===== config.mk =====
export PLATFORM = sky130hd
export DESIGN_NAME = operand_sweep_ctrl
export DESIGN_NICKNAME = d
export VERILOG_FILES = /design/src/rtl/operand_sweep_pkg.sv /design/src/rtl/dwell_timer.sv /design/src/rtl/operand_sweep_ctrl.sv
export SDC_FILE = /design/constraint.sdc
export NUM_CORES = 1
export LEC_CHECK = 0
export CAP_MARGIN = 40
export CORE_UTILIZATION = 28
export CTS_BUF_LIST = sky130_fd_sc_hd__clkbuf_16
export CTS_CLUSTER_DIAMETER = 80
export DETAILED_ROUTE_END_ITERATION = 12
export REMOVE_ABC_BUFFERS = 1
export SYNTH_ARGS = -nofsm -noshare
export SYNTH_HDL_FRONTEND = slang
export SYNTH_HIERARCHICAL = 1
export SYNTH_SLANG_ARGS = --single-unit

===== constraint.sdc =====
create_clock -name clk -period 3.54 [get_ports clk]
set_clock_uncertainty 0.1 [all_clocks]
set_input_delay 0.354 -clock clk [delete_from_list [all_inputs] [get_ports clk]]
set_output_delay 0.354 -clock clk [all_outputs]
set_load 0.01 [all_outputs]

===== src/rtl/operand_sweep_pkg.sv =====
// Shared types and helpers for the operand sweep sequencer.
// Holds the FSM state encoding, default sizing and a saturating increment.
package operand_sweep_pkg;

    typedef enum logic [1:0] {
        IDLE   = 2'd0,
        SETTLE = 2'd1,
        SAMPLE = 2'd2,
        DONE   = 2'd3
    } sweep_state_e;

    localparam int DEF_WIDTH = 4;
    localparam int N_VEC     = 1 << (2 * DEF_WIDTH);
    localparam int CNT_W     = 2 * DEF_WIDTH + 1;

    // Counters wider than 32 bits are not expected, so a 32-bit carrier is enough.
    function automatic logic [31:0] sat_inc(input logic [31:0] value,
                                            input logic [31:0] max_val);
        return (value >= max_val) ? max_val : value + 32'd1;
    endfunction

endpackage


===== src/rtl/dwell_timer.sv =====
// Loadable down-counter that spaces out vector sampling.
// zero_o is high whenever the count has run out.
module dwell_timer #(
    parameter int DWELL = 10
) (
    input  logic clk,
    input  logic reset_n,
    input  logic load_i,
    input  logic en_i,
    output logic zero_o
);

    localparam int                CW     = $clog2(DWELL) + 1;
    localparam logic [CW-1:0]     RELOAD = CW'(DWELL - 1);

    logic [CW-1:0] cnt_q;

    always_ff @(posedge clk or negedge reset_n) begin
        if (!reset_n) begin
            cnt_q <= '0;
        end else if (load_i) begin
            cnt_q <= RELOAD;
        end else if (en_i && (cnt_q != '0)) begin
            cnt_q <= cnt_q - CW'(1);
        end
    end

    assign zero_o = (cnt_q == '0);

endmodule


===== src/rtl/operand_sweep_ctrl.sv =====
// Exhaustive two-operand sweep with dwell, compare against a golden result,
// mismatch counting and first-failure capture.
module operand_sweep_ctrl
    import operand_sweep_pkg::*;
#(
    parameter int WIDTH = DEF_WIDTH,
    parameter int DWELL = 10
) (
    input  logic                 clk,
    input  logic                 reset_n,
    input  logic                 start,
    input  logic                 abort,
    output logic [WIDTH-1:0]     a_o,
    output logic [WIDTH-1:0]     b_o,
    input  logic [WIDTH-1:0]     y_i,
    input  logic [WIDTH-1:0]     y_ref_i,
    output logic                 busy,
    output logic                 done,
    output logic [2*WIDTH:0]     vec_cnt,
    output logic [2*WIDTH:0]     err_cnt,
    output logic                 first_err_v,
    output logic [WIDTH-1:0]     first_err_a,
    output logic [WIDTH-1:0]     first_err_b
);

    localparam int               VEC_W   = 2 * WIDTH + 1;
    localparam logic [VEC_W-1:0] ERR_MAX = {VEC_W{1'b1}};

    sweep_state_e     state_q;
    logic [WIDTH-1:0] a_q, b_q, a_d, b_d;
    logic [VEC_W-1:0] vec_cnt_q, vec_cnt_d;
    logic [VEC_W-1:0] err_cnt_q, err_cnt_d;
    logic             busy_q, done_q;
    logic             first_err_v_q;
    logic [WIDTH-1:0] first_err_a_q, first_err_b_q;

    logic             start_accept;
    logic             mismatch;
    logic             last_vec;
    logic             timer_load;
    logic             timer_en;
    logic             timer_zero;

    assign start_accept = start && ((state_q == IDLE) || (state_q == DONE));
    assign mismatch     = (y_i != y_ref_i);
    assign last_vec     = (a_q == {WIDTH{1'b1}}) && (b_q == {WIDTH{1'b1}});

    // b is the inner loop; a advances only when b wraps back to zero.
    assign b_d       = b_q + WIDTH'(1);
    assign a_d       = (b_q == {WIDTH{1'b1}}) ? a_q + WIDTH'(1) : a_q;
    assign vec_cnt_d = vec_cnt_q + VEC_W'(1);
    assign err_cnt_d = VEC_W'(sat_inc(32'(err_cnt_q), 32'(ERR_MAX)));

    assign timer_load = start_accept ||
                        ((state_q == SAMPLE) && !abort && !last_vec);
    assign timer_en   = (state_q == SETTLE) && !abort;

    dwell_timer #(
        .DWELL (DWELL)
    ) u_dwell_timer (
        .clk     (clk),
        .reset_n (reset_n),
        .load_i  (timer_load),
        .en_i    (timer_en),
        .zero_o  (timer_zero)
    );

    always_ff @(posedge clk or negedge reset_n) begin
        if (!reset_n) begin
            state_q       <= IDLE;
            a_q           <= '0;
            b_q           <= '0;
            vec_cnt_q     <= '0;
            err_cnt_q     <= '0;
            busy_q        <= 1'b0;
            done_q        <= 1'b0;
            first_err_v_q <= 1'b0;
            first_err_a_q <= '0;
            first_err_b_q <= '0;
        end else begin
            case (state_q)
                IDLE, DONE: begin
                    if (start) begin
                        a_q           <= '0;
                        b_q           <= '0;
                        vec_cnt_q     <= '0;
                        err_cnt_q     <= '0;
                        first_err_v_q <= 1'b0;
                        done_q        <= 1'b0;
                        busy_q        <= 1'b1;
                        state_q       <= SETTLE;
                    end
                end

                SETTLE: begin
                    if (abort) begin
                        busy_q  <= 1'b0;
                        state_q <= IDLE;
                    end else if (timer_zero) begin
                        state_q <= SAMPLE;
                    end
                end

                SAMPLE: begin
                    // An abort here drops the pending sample so counters reflect only completed vectors.
                    if (abort) begin
                        busy_q  <= 1'b0;
                        state_q <= IDLE;
                    end else begin
                        vec_cnt_q <= vec_cnt_d;
                        if (mismatch) begin
                            err_cnt_q <= err_cnt_d;
                            if (!first_err_v_q) begin
                                first_err_v_q <= 1'b1;
                                first_err_a_q <= a_q;
                                first_err_b_q <= b_q;
                            end
                        end
                        if (last_vec) begin
                            done_q  <= 1'b1;
                            busy_q  <= 1'b0;
                            state_q <= DONE;
                        end else begin
                            a_q     <= a_d;
                            b_q     <= b_d;
                            state_q <= SETTLE;
                        end
                    end
                end

                default: begin
                    busy_q  <= 1'b0;
                    state_q <= IDLE;
                end
            endcase
        end
    end

    assign a_o         = a_q;
    assign b_o         = b_q;
    assign busy        = busy_q;
    assign done        = done_q;
    assign vec_cnt     = vec_cnt_q;
    assign err_cnt     = err_cnt_q;
    assign first_err_v = first_err_v_q;
    assign first_err_a = first_err_a_q;
    assign first_err_b = first_err_b_q;

endmodule


* After elaboration in Yosys (flattened, before gate mapping)
Cells that the tools add are included.
Storage, ports and cells: latch bits 0, logic and storage cells 93, output and inout bits 37, memories kept 0, memory bits (read-only) 0, input port bits 12, bits in writable memories 0, register bits 44
Operators by class: shift operators 0, reduce and logical (&&, ||, !) cells 24, $add $sub $neg 5, multipliers 0, equal/unequal tests 15, divide/modulo/power cells 0, multiplexer cells 35, $lt $le $gt $ge 1, bitwise logic cells 2
Operators with widths (count):
- two-way mux 9 bit | 5
- one-hot mux 9 bit (2 select lines) | 2
- two-way mux 4 bit | 6
- adder 9 x 1 -> 9 bit (second input constant) | 2
- one-hot mux 4 bit (2 select lines) | 2
- AND reduction 4 bit | 4
- != test 2 bit (second input constant) | 7
- two-way mux 2 bit | 5
- two-way mux 5 bit | 2
- >= comparator 9 bit (second input constant) | 1
- two-way mux 1 bit | 9
- adder 4 x 1 -> 4 bit (second input constant) | 2
- == test 4 bit (second input constant) | 2
- logical AND 1 bit | 6
- != test 3 bit (second input constant) | 2
- one-hot mux 2 bit (3 select lines) | 1
- AND reduction 3 bit | 2
- logical NOT 5 bit | 1
- AND reduction 5 bit | 1
- nonzero test 5 bit | 1
- subtractor 5 x 1 -> 5 bit (second input constant) | 1
- == test 2 bit (second input constant) | 2
- != test 4 bit | 1
- one-hot mux 1 bit (2 select lines) | 2
- other kinds (9) | 13

* Logic depth before layout (Yosys ltp)
Gate-level depths: netlist of the first run.
depth in word-level cells 6, depth in mapped cells 8, depth with buffers taken out 7

* Modules after synthesis
The synthesis of the first run kept the hierarchy.
Modules (own cells, without submodules):
- operand_sweep_ctrl | cells an instance 210, area each 2145.8 µm², sequential area each 975.9 µm², times used 1
- dwell_timer | cells an instance 24, area each 256.5 µm², sequential area each 125.1 µm², times used 1

* Worst setup path before layout of the first run
No wires, ideal clock.
kind register to register, start point register err_cnt_q[0], in the netlist err_cnt[0], end point register err_cnt_q[3], in the netlist err_cnt[3], arrival time 1.870 ns, path buffers 0, setup time 0.126 ns, clock period less this slack 2.096 ns, slack 1.444 ns, data required time 3.314 ns, cell stages (with the launch flop) 8, path through dfrtp_1 -> ha_1 -> nand3_1 -> nor2b_1 -> ha_1 -> a31oi_1 -> o21ai_0 -> a221o_1
On the way: cells in the longest elaborated chain, start to end 5, elaborated cells on any way between the ends 6, classes of those cells 1 x add/sub; 1 x order compare; 4 x mux
RTL lines:
- start, declared | line operand_sweep_ctrl.sv:32 | logic [VEC_W-1:0] err_cnt_q, err_cnt_d;
- start signal, assigned | line operand_sweep_ctrl.sv:112 | err_cnt_q <= err_cnt_d;
- adder 9 x 1 -> 9 bit / >= comparator 9 bit (equally long branches) | line operand_sweep_pkg.sv:19 | return (value >= max_val) ? max_val : value + 32'd1;
- two-way mux 9 bit * | line operand_sweep_pkg.sv:19
- two-way mux 9 bit * | line operand_sweep_ctrl.sv:111 | if (mismatch) begin
- two-way mux 9 bit * | line operand_sweep_ctrl.sv:106 | if (abort) begin
- one-hot mux 9 bit (2 select lines) * | line operand_sweep_ctrl.sv:81 | case (state_q)
Every way passes the cells marked *; elsewhere a longest branch is shown, timed or not. The select of a mux whose other input is x is not followed. A chain may end at the register's enable or synchronous reset.

* Worst setup path after layout of the first run
Same ends and word-level chain as after synthesis.

==> impl_metrics.toml, run 1 <==
[finish]
nFillCells = 829
diodes = 0
drive_above_1_share_pct = 8.651
most-common-layout-cells = "clkdlybuf4s50_1 (47), dfrtp_1 (44), nand2_1 (22)"
syn_to_final_growth_pct = 31.20
postLayoutCoreUtil_pct = 38.17
nets = 308
layout_commonest_cell = "clkdlybuf4s50_1"

[setup_path]
crit_top_cell = "ha_1"
arrival_ns = 2.45
worstPathRequired_ns = 3.61
critical_path.top_delay_family = "compound AO/OA/AOI/OAI gates"
cp-start-kind = "flop"
crit_fanout = 8
path_buf_inv = 0
end_kind = "flop"
path_class = "reg -> reg"
max_stage_delay_ns = 0.51
cp_slowest_cell = "a31oi_1"
path_cells = "ha_1, nand3_1, nor2b_1, ha_1, a31oi_1, o21ai_0, a221o_1"

[drt]
drt_wl_total_um = 5627
met3_wirelength_um = 219
dr_wl_met2_um = 2682
wire_per_inst_um = 14.28
first_pass_iters = 4
avgViaCountPerCell = 5.142
drt_iter0_drc = 87
met1_length_um = 2665
drc_errors = 0
top_layer = "met4"
antenna_left = 0
via_count = 2026

[clock_tree]
insertion_delay_ns = 0.28
numCtsBuffers = 5
cts_root_buf = "clkbuf_16"
cts.path.max_buffers = 2
cts_resized = 0
cts_tree = "yes"
path_clk_slew_ns = 0.06
cts.sinks = 44
htree_levels = 2

[placement]
dp_slack_ns = 1.093
hpwl_um = 4119
place.port_buffers = 48
gp_congestion = 0.8113

[global_routing]
grt_max_degree = 26
grt_pass1_wl_um = 9432
grt-ovfl-total = 0
first_global_vias = 1939
antenna_found_initial = 0
grtUsageTotal_pct = 13.67

[floorplan]
core_um2 = 8258
die_area_um2 = 8954
placementRows = 33
die_h_um = 94.63
start_util_pct = 29.09
io_pins = 49
die_w_um = 94.63

[yosys]
synth_cell_types = 47
ys_async_sr_fraction_pct = 100.0
netlist_instances = 234
synth_edf_count = 0
avgSynthCellArea_um2 = 10.27
synth_ff_type = "dfrtp_1"
synth_seq_cells = 44
ys_seq_area_share_pct = 45.83
synth_area_um2 = 2402
yosysWarnings = 6

[pwr]
vdd_drop_max_v = 0.0001764
p_per_area_nw_per_um2 = 428.1
power_frac_seq_pct = 41.9
finalPower_w = 0.001349
p_switching_w = 0.0004317
p_comb_share_pct = 25.9
p_clk_share_pct = 32.2
p_int_w = 0.0009176
leakage_nw = 1.392
power_switching_share_pct = 32.00

[hold_path]
hold_path.class = "reg -> reg"

[timing]
holdWs_ns = 0.4135
setup_violations = 0
finalHoldViolCount = 0
slew_headroom_pct = 55.69
min_period_ns = 2.380
fmax_mhz = 420.2
rsz0062_at_grt = "false"
tightest_slew_ns = 0.6616
layout_setup_ws_ns = 1.160
drv_slew = 0
fin_crit_sh_pct = 67.23
setup_tns_ns = 0

[outcome]
status = "finished, final reports clean"

[run]
drv_cap = 0
==> metrics by stage <==
step	std cells	cell area, um^2
2_1_floorplan	230	2371
3_3_place_gp	384	2985
3_5_place_dp	385	3005
4_1_cts	394	3152
5_1_grt	394	3152
6_report	394	3152
==> power by group through the flow <==
stage	clock network (W)	logic, W	registers [W]
3_3_place_gp	0	0.000341	0.000575
5_1_grt	0.000467	0.000396	0.000570
6_report	0.000435	0.000349	0.000565
3_5_place_dp	0	0.000348	0.000576
4_1_cts	0.000445	0.000350	0.000566
2_1_floorplan	0	0.000235	0.000572
==> final cells by class <==
cell class | count | area [um^2] | area share, %
tap | 105 | 131.4 | 4.168
timing repair buffer | 51 | 513.0 | 16.28
inverter | 9 | 38.79 | 1.231
multi-input combinational | 177 | 1231 | 39.06
clock buffer | 5 | 125.1 | 3.970
clock inverter | 3 | 11.26 | 0.3573
sequential | 44 | 1101 | 34.93
==> cells by family after synthesis <==
kind of cell	after synthesis	share of synthesized area, %
mux	9	5.469
buf+inv	13	2.916
flops	44	45.83
fa+ha+maj	8	4.167
simple gates	94	21.87
compound gates	59	17.19
xor+xnor	7	2.552
==> worst paths after layout <==
path	start	endpoint	slack, ns	cells after the start
max reg2reg	err_cnt[0]$_DFFE_PN0P_	err_cnt[3]$_DFFE_PN0P_	1.16	7
min	first_err_a[1]$_DFFE_PN0P_	first_err_a[1]$_DFFE_PN0P_	0.41	1
max in group asynchronous	reset_n	done$_DFFE_PN0P_	2.36	3
min reg2reg	first_err_a[1]$_DFFE_PN0P_	first_err_a[1]$_DFFE_PN0P_	0.41	1
min in group asynchronous	reset_n	err_cnt[6]$_DFFE_PN0P_	0.49	2
max	err_cnt[0]$_DFFE_PN0P_	err_cnt[3]$_DFFE_PN0P_	1.16	7
==> per-layer routing <==
layer / global-route usage, % / vias to the layer above
met5: 0 / -
met4: 5.177 / 0
met3: 2.738 / 5
met2: 21.64 / 39
met1: 18.33 / 989
li1: - / 993
==> timing repair <==
item | CTS | global route
endpoints found under the hold margin | 19 | 0
hold buffers | 1 | 0
setup buffers | 0 | 0
==> synthesized netlist by cell type, types with 4 or more instances <==
library cell	number	area [um^2]
dfrtp_1	44	1101
nand2_1	22	82.58
o21ai_0	15	75.07
nor2_1	14	52.55
a21oi_1	11	55.05
nand3_1	11	55.05
ha_1	8	100.1
inv_1	8	30.03
mux2_4	8	120.1
a221o_1	6	60.06
nand2b_1	6	37.54
xnor2_1	6	52.55
a22o_1	5	43.79
a31oi_1	5	31.28
and4_1	5	43.79
nor3_1	5	25.02
and3_1	4	25.02
nand4_1	4	25.02
or3_1	4	25.02
==> flip-flops by register name (all words and copies together) (netlist names) <==
name                 flops
b_o                      4
first_err_v              1
first_err_b              4
state_q                  2
u_dwell_timer/cnt_q      5
err_cnt                  9
first_err_a              4
a_o                      4
busy                     1
vec_cnt                  9
done                     1
(Power assumes the default switching activity.)
==> run 2: changes to the inputs <==
==> constraint.sdc (replaced) <==
create_clock -name clk -period 2 [get_ports clk]
set_clock_uncertainty 0.1 [all_clocks]
set_input_delay 0.2 -clock clk [delete_from_list [all_inputs] [get_ports clk]]
set_output_delay 0.2 -clock clk [all_outputs]
set_load 0.01 [all_outputs]
==> impl_metrics.toml, run 2 (synthesis gave the netlist of run 1 again) <==
[global_routing]
grt_pass1_wl_um = 10020
grtUsageTotal_pct = 14.38
grt-ovfl-total = 0
first_global_vias = 2082
grt_max_degree = 34
antenna_found_initial = 0

[pwr]
power_frac_seq_pct = 38.8
p_per_area_nw_per_um2 = 747.3
p_comb_share_pct = 30.6
vdd_drop_max_v = 0.0003951
p_clk_share_pct = 30.6
p_switching_w = 0.0008329
p_int_w = 0.001743
power_switching_share_pct = 32.33
leakage_nw = 1.565

[setup_path]
cp_slowest_cell = "dfrtp_1"
path_cells = "and4_1, nor2b_1, ha_1, a31oi_2, buf_4, o21ai_0, a221o_1"
cp-start-kind = "flop"
end_kind = "flop"
cp-startpoint = "err_cnt[4]$_DFFE_PN0P_"
arrival_ns = 1.99
crit_fanout = 3
worstPathRequired_ns = 2.07
path_class = "reg -> reg"
max_stage_delay_ns = 0.39
rr_startpoint = "err_cnt[4]$_DFFE_PN0P_"

[floorplan]
die_area_um2 = 8954
core_um2 = 8258
die_w_um = 94.63
placementRows = 33
start_util_pct = 29.09
io_pins = 49
die_h_um = 94.63

[clock_tree]
cts.path.max_buffers = 2
htree_levels = 2
numCtsBuffers = 5
cts_tree = "yes"
cts_root_buf = "clkbuf_16"
path_clk_slew_ns = 0.06
insertion_delay_ns = 0.28
cts.sinks = 44

[finish]
layout_commonest_cell = "clkdlybuf4s50_1"
nets = 343
nFillCells = 822
multi_input_area_um2 = 1274
most-common-layout-cells = "clkdlybuf4s50_1 (47), dfrtp_1 (44), buf_4 (37)"
regArea_um2 = 1101
syn_to_final_growth_pct = 43.49
final_cells = 429
diodes = 0
drive_above_1_share_pct = 20.68

[placement]
dpl.cell_count = 418
place.port_buffers = 48
gp_congestion = 0.8144
dp_slack_ns = -0.04203
hpwl_um = 4512

[drt]
drt_wl_total_um = 5991
drc_errors = 0
wire_per_inst_um = 13.97
drt_iter0_drc = 97
via_count = 2121
avgViaCountPerCell = 4.944
antenna_left = 0
first_pass_iters = 4

[timing]
tightest_slew_ns = 0.7657
setup_violations = 0
finalHoldViolCount = 0
min_period_ns = 1.927
drv_slew = 0
rsz0062_at_grt = "true"
layout_setup_ws_ns = 0.07334
slew_headroom_pct = 48.95
fmax_mhz = 519.0
fin_crit_sh_pct = 96.33

[hold_path]
hold_path.class = "reg -> reg"
min_from = "first_err_a[0]$_DFFE_PN0P_"

[run]
drv_cap = 0

[outcome]
status = "finished, final reports clean"
[run 2: final timing paths]
path / cells after the start / end / slack, ns
max in group asynchronous: 3 / vec_cnt[1]$_DFFE_PN0P_ / 0.76
hold reg to reg: 1 / first_err_a[0]$_DFFE_PN0P_ / 0.42
setup reg to reg: 7 / err_cnt[3]$_DFFE_PN0P_ / 0.07
hold / removal: 1 / first_err_a[0]$_DFFE_PN0P_ / 0.42
min in group asynchronous: 2 / u_dwell_timer/cnt_q[4]$_DFFE_PN0P_ / 0.43
setup / recovery: 7 / err_cnt[3]$_DFFE_PN0P_ / 0.07
[run 2: cell type report]
class	instances	area share [%]
inverter	9	1.125
multi-input combinational	177	36.95
clock inverter	3	0.3993
timing repair buffer	86	22.14
sequential	44	31.94
clock buffer	5	3.630
tap	105	3.811
[run 2: routing by layer]
| metal | share of wire [%] | vias up | global-route usage, % |
|---|---|---|---|
| met1 | 49 | 1018 | 19.17 |
| met3 | 3.2 | 6 | 2.738 |
| met2 | 48 | 35 | 23.92 |
| met4 | 0.65 | 0 | 3.535 |
| met5 | 0 | - | 0 |
| li1 | - | 1062 | - |
[run 2: worst max-delay path: cells and delay by family, from the launching register on]
kind / cells / cell delay (ns)
flops: 1 / 0.39
buf+inv: 1 / 0.15
simple gates: 2 / 0.38
fa+ha+maj: 1 / 0.19
compound gates: 3 / 0.61
[run 2: stage by stage]
step | power (W) | util (%) | hold slack [ns] | TNS [ns] | instance area (um^2)
after floorplan | 0.001427 | - | -0.1956 | -0.2565 | 2371
after global placement | 0.001736 | 39.24 | 0.2227 | -0.2223 | 3241
after detailed placement | 0.001749 | 39.24 | 0.2322 | -0.2983 | 3241
after CTS | 0.002552 | 41.08 | 0.4145 | 0 | 3392
after global routing | 0.002733 | 41.74 | 0.4341 | -0.05189 | 3447
final | 0.002576 | 41.74 | 0.4161 | 0 | 3447
[run 2: what timing repair did]
action | in CTS | in global routing
hold endpoints to repair | 31 | 0
gates resized for setup | 1 | 6
hold buffers | 1 | 0
setup buffers | 0 | 2
setup endpoints to repair | 9 | 14
[run 2: power groups by stage]
stage / Combinational [W] / Sequential (W) / Clock, W
2_1_floorplan: 0.000415 / 0.00101 / 0
3_3_place_gp: 0.000721 / 0.00101 / 0
3_5_place_dp: 0.000734 / 0.00101 / 0
4_1_cts: 0.000743 / 0.000998 / 0.000811
5_1_grt: 0.000872 / 0.00101 / 0.000855
6_report: 0.000789 / 0.000998 / 0.000789
